<file path="src/rtl/mem_arbiter_pkg.sv">
// Shared encodings for the two-requester memory port arbiter.
package mem_arbiter_pkg;

  typedef enum logic [1:0] {
    MEM_ST_IDLE = 2'd0,
    MEM_ST_BUSY = 2'd1,
    MEM_ST_RESP = 2'd2
  } mem_state_e;

  typedef enum logic {
    MEM_GNT_IF = 1'b0,
    MEM_GNT_LS = 1'b1
  } mem_gnt_e;

  localparam logic [3:0] MEM_BE_WORD = 4'hF;

  // One bus access as presented on mem_*.
  typedef struct packed {
    logic        we;
    logic [3:0]  be;
    logic [31:0] addr;
    logic [31:0] wdata;
  } mem_req_t;

endpackage

</file>
<file path="src/rtl/mem_arbiter.sv">
// Round-robin arbiter sharing one memory port between fetch and load/store,
// one transaction outstanding, with bus timeout and misaligned-fetch errors.
module mem_arbiter
  import mem_arbiter_pkg::*;
#(
  parameter int unsigned TIMEOUT_CYCLES = 255
) (
  input  logic        clk_i,
  input  logic        rstn_i,
  input  logic        if_req_i,
  input  logic [31:0] if_addr_i,
  output logic        if_ready_o,
  output logic [31:0] if_rdata_o,
  output logic        if_err_o,
  input  logic        ls_req_i,
  input  logic        ls_we_i,
  input  logic [3:0]  ls_be_i,
  input  logic [31:0] ls_addr_i,
  input  logic [31:0] ls_wdata_i,
  output logic        ls_ready_o,
  output logic [31:0] ls_rdata_o,
  output logic        ls_err_o,
  output logic        mem_valid_o,
  output logic        mem_we_o,
  output logic [3:0]  mem_be_o,
  output logic [31:0] mem_addr_o,
  output logic [31:0] mem_wdata_o,
  input  logic        mem_ready_i,
  input  logic [31:0] mem_rdata_i
);

  mem_state_e  state, state_nxt;
  mem_gnt_e    gnt, last_gnt, pick;
  mem_req_t    bus, req_nxt;
  logic [15:0] cnt;
  logic        grant, misalign, timeout, done;
  logic        mem_valid;
  logic [31:0] resp_rdata;
  logic        resp_err;
  logic [31:0] if_rdata, ls_rdata;
  logic        if_err, ls_err;

  // Contention goes to whoever was not served last.
  always_comb begin
    pick = MEM_GNT_IF;
    if (if_req_i && ls_req_i) pick = (last_gnt == MEM_GNT_IF) ? MEM_GNT_LS : MEM_GNT_IF;
    else if (ls_req_i)        pick = MEM_GNT_LS;
  end

  assign grant    = (state == MEM_ST_IDLE) && (if_req_i || ls_req_i);
  assign misalign = (pick == MEM_GNT_IF) && (if_addr_i[1:0] != 2'b00);
  assign timeout  = (cnt == 16'(TIMEOUT_CYCLES - 1));
  assign done     = mem_ready_i || timeout;

  always_comb begin
    req_nxt = '{we: 1'b0, be: MEM_BE_WORD, addr: if_addr_i, wdata: 32'h0};
    if (pick == MEM_GNT_LS)
      req_nxt = '{we: ls_we_i, be: ls_be_i, addr: ls_addr_i, wdata: ls_wdata_i};
  end

  // Ready wins over a coincident timeout; stores return zero data.
  always_comb begin
    resp_err   = !mem_ready_i;
    resp_rdata = (mem_ready_i && !bus.we) ? mem_rdata_i : 32'h0;
  end

  always_ff @(posedge clk_i or negedge rstn_i) begin
    if (!rstn_i) state <= MEM_ST_IDLE;
    else         state <= state_nxt;
  end

  always_comb begin
    state_nxt = state;
    unique case (state)
      MEM_ST_IDLE: if (grant) state_nxt = misalign ? MEM_ST_RESP : MEM_ST_BUSY;
      MEM_ST_BUSY: if (done)  state_nxt = MEM_ST_RESP;
      MEM_ST_RESP: state_nxt = MEM_ST_IDLE;
      default:     state_nxt = MEM_ST_IDLE;
    endcase
  end

  always_ff @(posedge clk_i or negedge rstn_i) begin
    if (!rstn_i) begin
      gnt       <= MEM_GNT_IF;
      last_gnt  <= MEM_GNT_LS;
      cnt       <= '0;
      bus       <= '0;
      mem_valid <= 1'b0;
      if_rdata  <= '0;
      if_err    <= 1'b0;
      ls_rdata  <= '0;
      ls_err    <= 1'b0;
    end else begin
      unique case (state)
        MEM_ST_IDLE: if (grant) begin
          gnt      <= pick;
          last_gnt <= pick;
          cnt      <= '0;
          if (misalign) begin
            if_rdata <= '0;
            if_err   <= 1'b1;
          end else begin
            bus       <= req_nxt;
            mem_valid <= 1'b1;
          end
        end
        MEM_ST_BUSY: if (done) begin
          mem_valid <= 1'b0;
          if (gnt == MEM_GNT_IF) begin
            if_rdata <= resp_rdata;
            if_err   <= resp_err;
          end else begin
            ls_rdata <= resp_rdata;
            ls_err   <= resp_err;
          end
        end else begin
          cnt <= cnt + 16'd1;
        end
        default: ;
      endcase
    end
  end

  assign mem_valid_o = mem_valid;
  assign mem_we_o    = bus.we;
  assign mem_be_o    = bus.be;
  assign mem_addr_o  = bus.addr;
  assign mem_wdata_o = bus.wdata;

  assign if_ready_o  = (state == MEM_ST_RESP) && (gnt == MEM_GNT_IF);
  assign ls_ready_o  = (state == MEM_ST_RESP) && (gnt == MEM_GNT_LS);
  assign if_rdata_o  = if_rdata;
  assign if_err_o    = if_err;
  assign ls_rdata_o  = ls_rdata;
  assign ls_err_o    = ls_err;

endmodule

</file>
<file path="config.mk">
export PLATFORM = sky130hd
export DESIGN_NAME = mem_arbiter
export DESIGN_NICKNAME = d
export VERILOG_FILES = /design/src/rtl/mem_arbiter_pkg.sv /design/src/rtl/mem_arbiter.sv
export SDC_FILE = /design/constraint.sdc
export NUM_CORES = 1
export LEC_CHECK = 0
export BUFFER_PORTS_ARGS = -buffer_cell sky130_fd_sc_hd__clkbuf_2
export CAP_MARGIN = 20
export CORE_MARGIN = 1
export CORE_UTILIZATION = 49
export DETAILED_ROUTE_END_ITERATION = 12
export GPL_TIMING_DRIVEN = 0
export PLACE_DENSITY = 0.89
export SLEW_MARGIN = 20
export SYNTH_ARGS = -nofsm -noshare
export SYNTH_HDL_FRONTEND = slang
export SYNTH_SLANG_ARGS = --single-unit
</file>
<file path="constraint.sdc">
create_clock -name clk_i -period 2.9 [get_ports clk_i]
set_input_delay 0.29 -clock clk_i [delete_from_list [all_inputs] [get_ports clk_i]]
set_output_delay 0.29 -clock clk_i [all_outputs]
set_load 0.05 [all_outputs]
</file>
; ---- Word-level counts from Yosys, hierarchy flattened
; Cells that the tools add are included.
[totals]
reg_bits = 156
inputBits = 138
[classes]
n_reduce_logical = 20
n_mux = 26
addsub = 1
bitwise = 3
eq_ne = 9
[ops]
columns = op, n
row1 = 32-bit two-way mux, 5
row2 = 69-bit two-way mux, 1
row3 = 32-bit one-hot mux with 2 select lines, 1
row4 = 16-bit two-way mux, 2
row5 = 16-bit one-hot mux with 2 select lines, 1
row6 = "16-bit by 1-bit adder with 16-bit output, second input constant", 1
row7 = "16-bit by 8-bit == test with 1-bit output, second input constant", 1
row8 = "2-bit != test, second input constant", 6
row9 = 1-bit two-way mux, 10
row10 = 3-bit AND reduction, 3
row11 = 1-bit logical AND, 6
row12 = 2-bit two-way mux, 3
row13 = 5-bit AND reduction, 1
row14 = 1-bit one-hot mux with 2 select lines, 2
row15 = 2-bit one-hot mux with 2 select lines, 1
row16 = 2-bit AND reduction, 2
row17 = 4-bit AND reduction, 1
row18 = 2-bit nonzero test, 2
row19 = 1-bit inverter, 3
row20 = "2-bit by 1-bit == test with 1-bit output, second input constant", 1
row21 = "2-bit == test, second input constant", 1
row22 = 1-bit logical NOT, 2
row23 = 2-bit logical NOT, 1
row24 = 1-bit logical OR, 2

; ---- Longest topological paths before layout
; Gate-level depths: netlist (run 1).
[depth]
depth_word = 7
ltp_mapped = 8
ltp_nobuf = 6

; ---- Worst setup path after synthesis (run 1)
; Ideal clock, no wire load.
[synth_path]
kind = register to register
start = register cnt[0]
end = register if_rdata[10] (netlist: if_rdata_o[10])
stages_incl_launch_ff = 9
synth_period_minus_slack_ps = 2558
required_time_ps = 2821
arrival_ps = 2478
slack_ps = 342
setup_ps = 79
cell_sequence = dfrtp_1 -> inv_1 -> ha_1 -> or4b_1 -> or4_1 -> buf_2 -> a211oi_4 -> buf_8 -> mux2i_1
[synth_between]
elab_chain_cells = 4
[synth_lines]
columns = element, line_no
row1 = from (decl), mem_arbiter.sv:35  ; logic [15:0] cnt;
row2 = from (signal assigned), mem_arbiter.sv:117  ; cnt <= cnt + 16'd1;
row3 = 16-bit by 8-bit == test with 1-bit output, mem_arbiter.sv:52  ; assign timeout = (cnt == 16'(TIMEOUT_CYCLES - 1));
row4 = 1-bit logical OR, mem_arbiter.sv:53  ; assign done = mem_ready_i || timeout;
row5 = 2-bit != test (no line), -
row6 = 5-bit AND reduction (no line), -
row7 = to (signal assigned), mem_arbiter.sv:110  ; if_rdata <= resp_rdata;
row8 = to (decl), mem_arbiter.sv:40  ; logic [31:0] if_rdata, ls_rdata;
; No other way between the ends.
; A chain may end at the register's enable or synchronous reset.

; ---- Final worst setup path (run 1)
[layout_path]
start = register cnt[0]
end = register if_rdata[1] (netlist: if_rdata_o[1])
; Same word-level chain as after synthesis.

==> flow_metrics.py, run 1 <==
metrics = {
    "outcome": {
        "status": "finished clean",
    },
    "yosys": {
        "synth_edf_count": 0,
        "synth_area_per_cell_sq_um": 10.9,
        "synth_cell_types": 45,
        "synth_area_leader_cell": "dfrtp_1",
        "syn_inst": 632,
        "synth_fp_nets": 772,
        "netlist_top_cells_area": "dfrtp_1 57%, mux2i_1 14%, nand2_1 6.0%, a22o_1 4.2%, inv_1 3.7%",
        "synth_top_cell_area_share": 0.566,
        "syn-cell-area_sq_um": 6860,
        "synth_seq_cells": 156,
        "ys.flop_type": "dfrtp_1",
        "synth-seq-area-share": 0.569,
        "async_reset_ff_frac": 1.00,
        "ys_warn_count": 0,
    },
    "clocking": {
        "clk_latency_ns": 0.43,
        "path_clk_slew_ns": 0.06,
        "clock_path_buffers": 2,
        "cts.sinks": 156,
        "cts_made_buffers": 17,
        "clockRootBuffer": "clkbuf_16",
        "htreeDepth": 4,
        "cts_tree": "built",
    },
    "critical_path": {
        "r2r-end": "if_rdata_o[1]$_DFFE_PN0P_",
        "regToRegSetupSlack_ns": 0.13,
        "endpoint_kind": "flop",
        "cp.required_ns": 3.23,
        "worst_ep_arrival_time_ns": 3.10,
        "worstSetupPathType": "flop to flop",
        "ff2ff_path_depth": 9,
        "setup.worst_path.start_class": "flop",
        "worstReg2RegStart": "cnt[0]$_DFFE_PN0P_",
        "crit_fanout": 10,
    },
    "layout": {
        "nNetsFinal": 1074,
        "diodes": 0,
        "final_layout_size_suffix_gt1_frac": 0.340,
        "fin_area_sq_um": 9210,
        "syn2layout_area_growth_pct": 34.3,
        "fin_util": 0.685,
    },
    "worst_hold_path": {
        "hold_path_end": "mem_wdata_o[6]$_DFFE_PN0P_",
        "worstHoldPathType": "input port to flop",
        "hold_depth": 2,
        "worstHoldStart": "ls_wdata_i[6]",
    },
    "global_route": {
        "grt_pass1_vias": 5798,
        "grt_start_max_net_pins": 91,
        "antenna_found_initial": 0,
        "grt_overflow": 0,
        "grt_pass1_wl_um": 29200,
        "grt_use_total": 0.264,
    },
    "route": {
        "vias": 5879,
        "post_drt_wl_per_cell_um": 16.6,
        "firstDrtPassIters": 8,
        "dr.max_layer_used": "met4",
        "drc": 0,
        "wl_met3_um": 1370,
        "drt-initial-drc-count": 351,
        "wl_um": 18600,
        "via_per_inst": 5.24,
        "met2WireLength_um": 9460,
        "drt-met1-wl_um": 7300,
        "ant_nets": 0,
    },
    "timing": {
        "setup_viol": 0,
        "tightest_slew_ns": 0.706,
        "skew_ns": 0.00950,
        "report.final.hold_viol_count": 0,
        "setup_ws_ns": 0.134,
        "finalCriticalPeriod_ns": 2.77,
        "slew_headroom": 0.529,
        "rsz0062_at_grt": "no",
        "max_freq_mhz": 362,
        "fin_crit_sh": 0.954,
        "maxSlewViolCount": 0,
    },
    "placement": {
        "post-place-ws_ns": 0.0376,
        "hpwl_um": 14000,
        "portBuffers": 275,
        "finalWeightedCongestion": 0.817,
        "place_area_sq_um": 8520,
    },
    "power_and_ir_drop": {
        "p_per_area_nw_per_um2": 1290,
        "ir_drop_v": 0.000895,
        "p_leak_nw": 4.61,
    },
    "die": {
        "rows": 42,
        "start_util": 0.510,
        "fp.dieW_um": 120,
        "ios": 276,
        "die_area_sq_um": 14500,
        "die_h_um": 120,
        "core-area_sq_um": 13500,
    },
    "job": {
        "maxCapViolCount": 0,
    },
}
==> kinds of logic (layout without fill, tap and decap cells) <==
kind of cell    count (synthesis)  in the layout  share of synthesized area
simple gates                  160            160                      0.108
compound gates                111            111                      0.115
mux                            95             95                      0.139
flops                         156            156                      0.569
fa+ha+maj                       2              2                    0.00365
buf+inv                       108            422                     0.0659
==> metrics by stage <==
step | power (mW) | hold slack, ns | std cells | TNS, ns
6_report | 11.9 | 0.0755 | 1122 | 0
3_3_place_gp | 9.27 | 0.452 | 1083 | -176.90
2_1_floorplan | 7.86 | -0.00559 | 632 | 0
4_1_cts | 11.9 | 0.0651 | 1117 | 0
5_1_grt | 12.4 | 0.0696 | 1122 | 0
3_5_place_dp | 9.44 | 0.106 | 1085 | 0
==> worst max-delay path, stage by stage (launching register included) <==
cell and delay [ns]:
dfrtp_1 0.43, inv_1 0.08, ha_1 0.15, or4b_1 0.45
or4_1 0.52, buf_2 0.19, a211oi_4 0.27, buf_4 0.18
buf_8 0.16, mux2i_1 0.24
==> layer usage <==
metal  vias up  GRT usage
li1       2773          -
met1      2801      0.311
met2       276      0.457
met3        29     0.0646
met4         0      0.113
met5         -          0
==> cell usage after synthesis (3+ instances only) <==
cell / n
nand4_1: 4
nand3_1: 9
nand2_1: 109
and3_1: 3
dfrtp_1: 155
nor2_1: 5
buf_8: 3
a21oi_1: 11
clkbuf_1: 29
inv_1: 68
buf_4: 3
buf_1: 4
mux2i_1: 95
o22a_1: 4
and2_1: 3
o211ai_1: 4
a22o_1: 33
o21ai_0: 35
o31ai_1: 11
or4_1: 10
nor2b_1: 3
==> sequential cells by signal (all words and copies together) (netlist names), 2 cells and up <==
name / cells
mem_addr_o: 32
state: 2
mem_wdata_o: 32
cnt: 16
if_rdata_o: 32
mem_be_o: 4
ls_rdata_o: 32
==> power breakdown <==
part           switching [mW]  internal [mW]  leakage, nW  total (mW)
logic                    4.44           1.47         2.28        5.91
registers               0.518           3.02         2.02        3.54
clock network           0.869           1.55        0.309        2.42
==> final cells by class <==
class                   count  area (sq um)
fillers                  1032          4240
flip-flops and latches    156          3910
multi-input cells         368          2510
repair buffers            283          1490
clock buffers              22           454
inverters                  68           255
well taps                 176           220
plain buffers              40           196
clock inverters             9           185
==> worst max path at each step <==
stage / slack [ns] / from / endpoint
after floorplan: 0.34 / cnt[0]$_DFFE_PN0P_ / if_rdata_o[10]$_DFFE_PN0P_
after global placement: -1.15 / rstn_i / mem_addr_o[31]$_DFFE_PN0P_
after detailed placement: 0.04 / cnt[0]$_DFFE_PN0P_ / if_rdata_o[13]$_DFFE_PN0P_
after CTS: 0.008 / cnt[0]$_DFFE_PN0P_ / if_rdata_o[1]$_DFFE_PN0P_
after global routing: 0.01 / cnt[0]$_DFFE_PN0P_ / if_rdata_o[7]$_DFFE_PN0P_
final: 0.13 / cnt[0]$_DFFE_PN0P_ / if_rdata_o[1]$_DFFE_PN0P_
==> repair_timing <==
action,in CTS,in global routing
endpoints found under the hold margin,92,0
gates resized for setup,0,1
endpoints found under the setup margin,1,51
hold buffers,1,0
pin swaps,1,2
buffers inserted,0,5
==> layout by cell type (no fill, tap or decap), types with 11 or more instances in the layout <==
cell type  synthesis  routed
a22o_1            33      33
nand2_1          109     109
clkbuf_1          29      33
a21oi_1           11      11
o21ai_0           35      35
o31ai_1           11      11
clkbuf_16          0      17
clkbuf_2           0     274
mux2i_1           95      95
dfrtp_1          155     155
inv_1             68      68
No activity file was read; power rests on OpenSTA's default activity.
==> run 2, diff against run 1 <==
Settings changed: CORE_UTILIZATION 49 to 44, PLACE_DENSITY 0.89 to 0.85, SLEW_MARGIN 20 to 25.
Clock period 2.9 ns to 2.36 ns, I/O delays scaled along.
==> run 2 against run 1 <==
  * The flow now finishes with violations (setup timing)
  * Hold slack got worse by 0.057 ns
  * Combinational power up 29%
  * Die area grew 11%
  * Clock-buffer cell count decreased by 5
  * Wire length increased by 3.0%
  * Cell count grew 2.0%
  * Clock skew increased by 0.0057 ns
  * Core utilization decreased by 6.2 points
  * Non-clock buffer count up 9
  * Setup slack got worse by 0.20 ns
  * Critical endpoint is now ls_rdata_o[8]$_DFFE_PN0P_
  * Cell area increased by 2.8%
  * Total power rose by 25%
==> flow_metrics.py, run 2 (synthesis results as in run 1) <==
metrics = {
    "outcome": {
        "status": "finished with violations",
        "violations": "setup timing",
    },
    "timing": {
        "finalHoldWorstSlack_ns": 0.0183,
        "setup_ws_ns": -0.0690,
        "setup_viol": 45,
        "report.final.hold_viol_count": 0,
        "rsz0062_at_grt": "yes",
        "slew_headroom": 0.413,
        "finalCriticalPeriod_ns": 2.43,
        "fin_crit_sh": 1.03,
        "max_freq_mhz": 412,
        "skew_ns": 0.0152,
        "maxSlewViolCount": 0,
        "tightest_slew_ns": 0.880,
    },
    "job": {
        "maxCapViolCount": 0,
    },
    "placement": {
        "finalWeightedCongestion": 0.836,
        "post-place-ws_ns": -0.360,
        "hpwl_um": 13900,
        "place_inst": 1096,
        "place_area_sq_um": 8510,
        "portBuffers": 275,
    },
    "die": {
        "fp.dieW_um": 127,
        "core-area_sq_um": 15200,
        "die_area_sq_um": 16100,
        "start_util": 0.451,
        "ios": 276,
        "rows": 45,
        "die_h_um": 127,
    },
    "route": {
        "ant_nets": 0,
        "via_per_inst": 5.20,
        "post_drt_wl_per_cell_um": 16.7,
        "drc": 0,
        "wl_um": 19100,
        "vias": 5947,
        "firstDrtPassIters": 7,
        "drt-initial-drc-count": 229,
    },
    "critical_path": {
        "worstSetupPathType": "flop to flop",
        "cp.required_ns": 2.69,
        "endpoint_kind": "flop",
        "crit_fanout": 10,
        "setup.worst_path.start_class": "flop",
        "worst_ep_arrival_time_ns": 2.76,
    },
    "power_and_ir_drop": {
        "ir_drop_v": 0.00140,
        "p_clk_frac": 0.195,
        "pwr-share-comb": 0.513,
        "p_leak_nw": 4.72,
        "p_int_mw": 7.49,
        "p_per_area_nw_per_um2": 1570,
        "power_switching_mw": 7.37,
        "pwr-share-seq": 0.292,
        "p_sw_frac": 0.496,
    },
    "global_route": {
        "grt_overflow": 0,
        "grt_pass1_wl_um": 29800,
        "grt_use_total": 0.241,
        "grt_pass1_vias": 5773,
        "antenna_found_initial": 0,
        "grt_start_max_net_pins": 89,
    },
    "clocking": {
        "clock_path_buffers": 2,
        "path_clk_slew_ns": 0.07,
        "htreeDepth": 4,
        "clockRootBuffer": "clkbuf_16",
        "cts_tree": "built",
        "cts_made_buffers": 17,
        "cts.sinks": 156,
        "clk_latency_ns": 0.42,
    },
    "layout": {
        "syn2layout_area_growth_pct": 38.1,
        "final_common_cell": "clkbuf_2",
        "fillers": 1241,
        "fin_area_sq_um": 9470,
        "layout.cells.non_filler": 1144,
        "fin_util": 0.623,
        "diodes": 0,
        "layout_common_cells": "277 x clkbuf_2, 155 x dfrtp_1, 109 x nand2_1",
        "final_layout_size_suffix_gt1_frac": 0.363,
        "nNetsFinal": 1083,
    },
    "worst_hold_path": {
        "worstHoldPathType": "input port to flop",
    },
}
run 2: changes by cell type in the layout (fill, tap and decap cells not counted), moves of 2 or more:
| cell | change |
|---|---|
| buf_12 | +6 |
| buf_6 | +3 |
| buf_8 | -2 |
| bufinv_16 | -2 |
| clkbuf_1 | -9 |
| clkbuf_16 | +3 |
| clkbuf_2 | +3 |
| inv_6 | +4 |
| inv_8 | +3 |
| mux2i_1 | -2 |
| mux2i_2 | +2 |
run 2: timing repair:
| item | in CTS | in global routing |
|---|---|---|
| buffers inserted | 9 | 2 |
| hold buffers | 1 | 0 |
| endpoints found under the hold margin | 68 | 0 |
| gates resized for setup | 21 | 13 |
| endpoints found under the setup margin | 111 | 119 |
| gates cloned | 2 | 3 |
| pin swaps | 3 | 1 |
run 2: critical path, stage by stage (launching register included):
cell and delay [ns]:
dfrtp_1 0.44, ha_4 0.16, or4b_4 0.45, or4_4 0.47, buf_4 0.17, a21oi_4 0.13, buf_12 0.16, buf_12 0.15
mux2i_1 0.21
run 2: per-stage QoR:
| step | total power, mW | TNS, ns |
|---|---|---|
| after floorplan | 9.66 | -1.67 |
| after global placement | 11.4 | -277.35 |
| after detailed placement | 11.6 | -24.25 |
| after CTS | 14.8 | -2.26 |
| after global routing | 15.5 | -6.44 |
| final | 14.9 | -0.933 |
run 2: cell type report:
type	instances	area [sq um]	area share
multi-input combinational	368	2540	0.269
tap	188	235	0.0248
clock buffer	17	425	0.0449
sequential	156	3910	0.412
clock inverter	15	198	0.0209
buffer	39	246	0.0260
inverter	68	255	0.0270
timing repair buffer	293	1660	0.175
run 2: worst paths after layout:
| kind | slack (ns) | cells after the start | endpoint | from |
|---|---|---|---|---|
| setup / recovery | -0.07 | 8 | ls_rdata_o[8]$_DFFE_PN0P_ | cnt[1]$_DFFE_PN0P_ |
| hold / removal | 0.02 | 2 | mem_wdata_o[16]$_DFFE_PN0P_ | ls_wdata_i[16] |
| setup reg to reg | -0.07 | 8 | ls_rdata_o[8]$_DFFE_PN0P_ | cnt[1]$_DFFE_PN0P_ |
| hold reg to reg | 0.47 | 2 | last_gnt$_DFFE_PN1P_ | last_gnt$_DFFE_PN1P_ |
| max in group asynchronous | 1.12 | 3 | last_gnt$_DFFE_PN1P_ | rstn_i |
| min in group asynchronous | 0.38 | 2 | mem_wdata_o[8]$_DFFE_PN0P_ | rstn_i |
run 2: power by group through the flow:
stage / sequential [mW] / combinational, mW / clock [mW]
after detailed placement: 4.36 / 7.21 / 0
after floorplan: 7.70 / 1.96 / 0
after global placement: 4.32 / 7.11 / 0
after CTS: 4.32 / 7.53 / 2.96
final: 4.34 / 7.62 / 2.90
after global routing: 4.45 / 8.02 / 3.06
run 2: layer usage:
metal,wire [um],vias up,track usage
met2,9730,240,0.413
met1,7630,2881,0.287
met3,1310,32,0.0679
li1,-,2794,-
met4,469,0,0.0945
met5,0,-,0
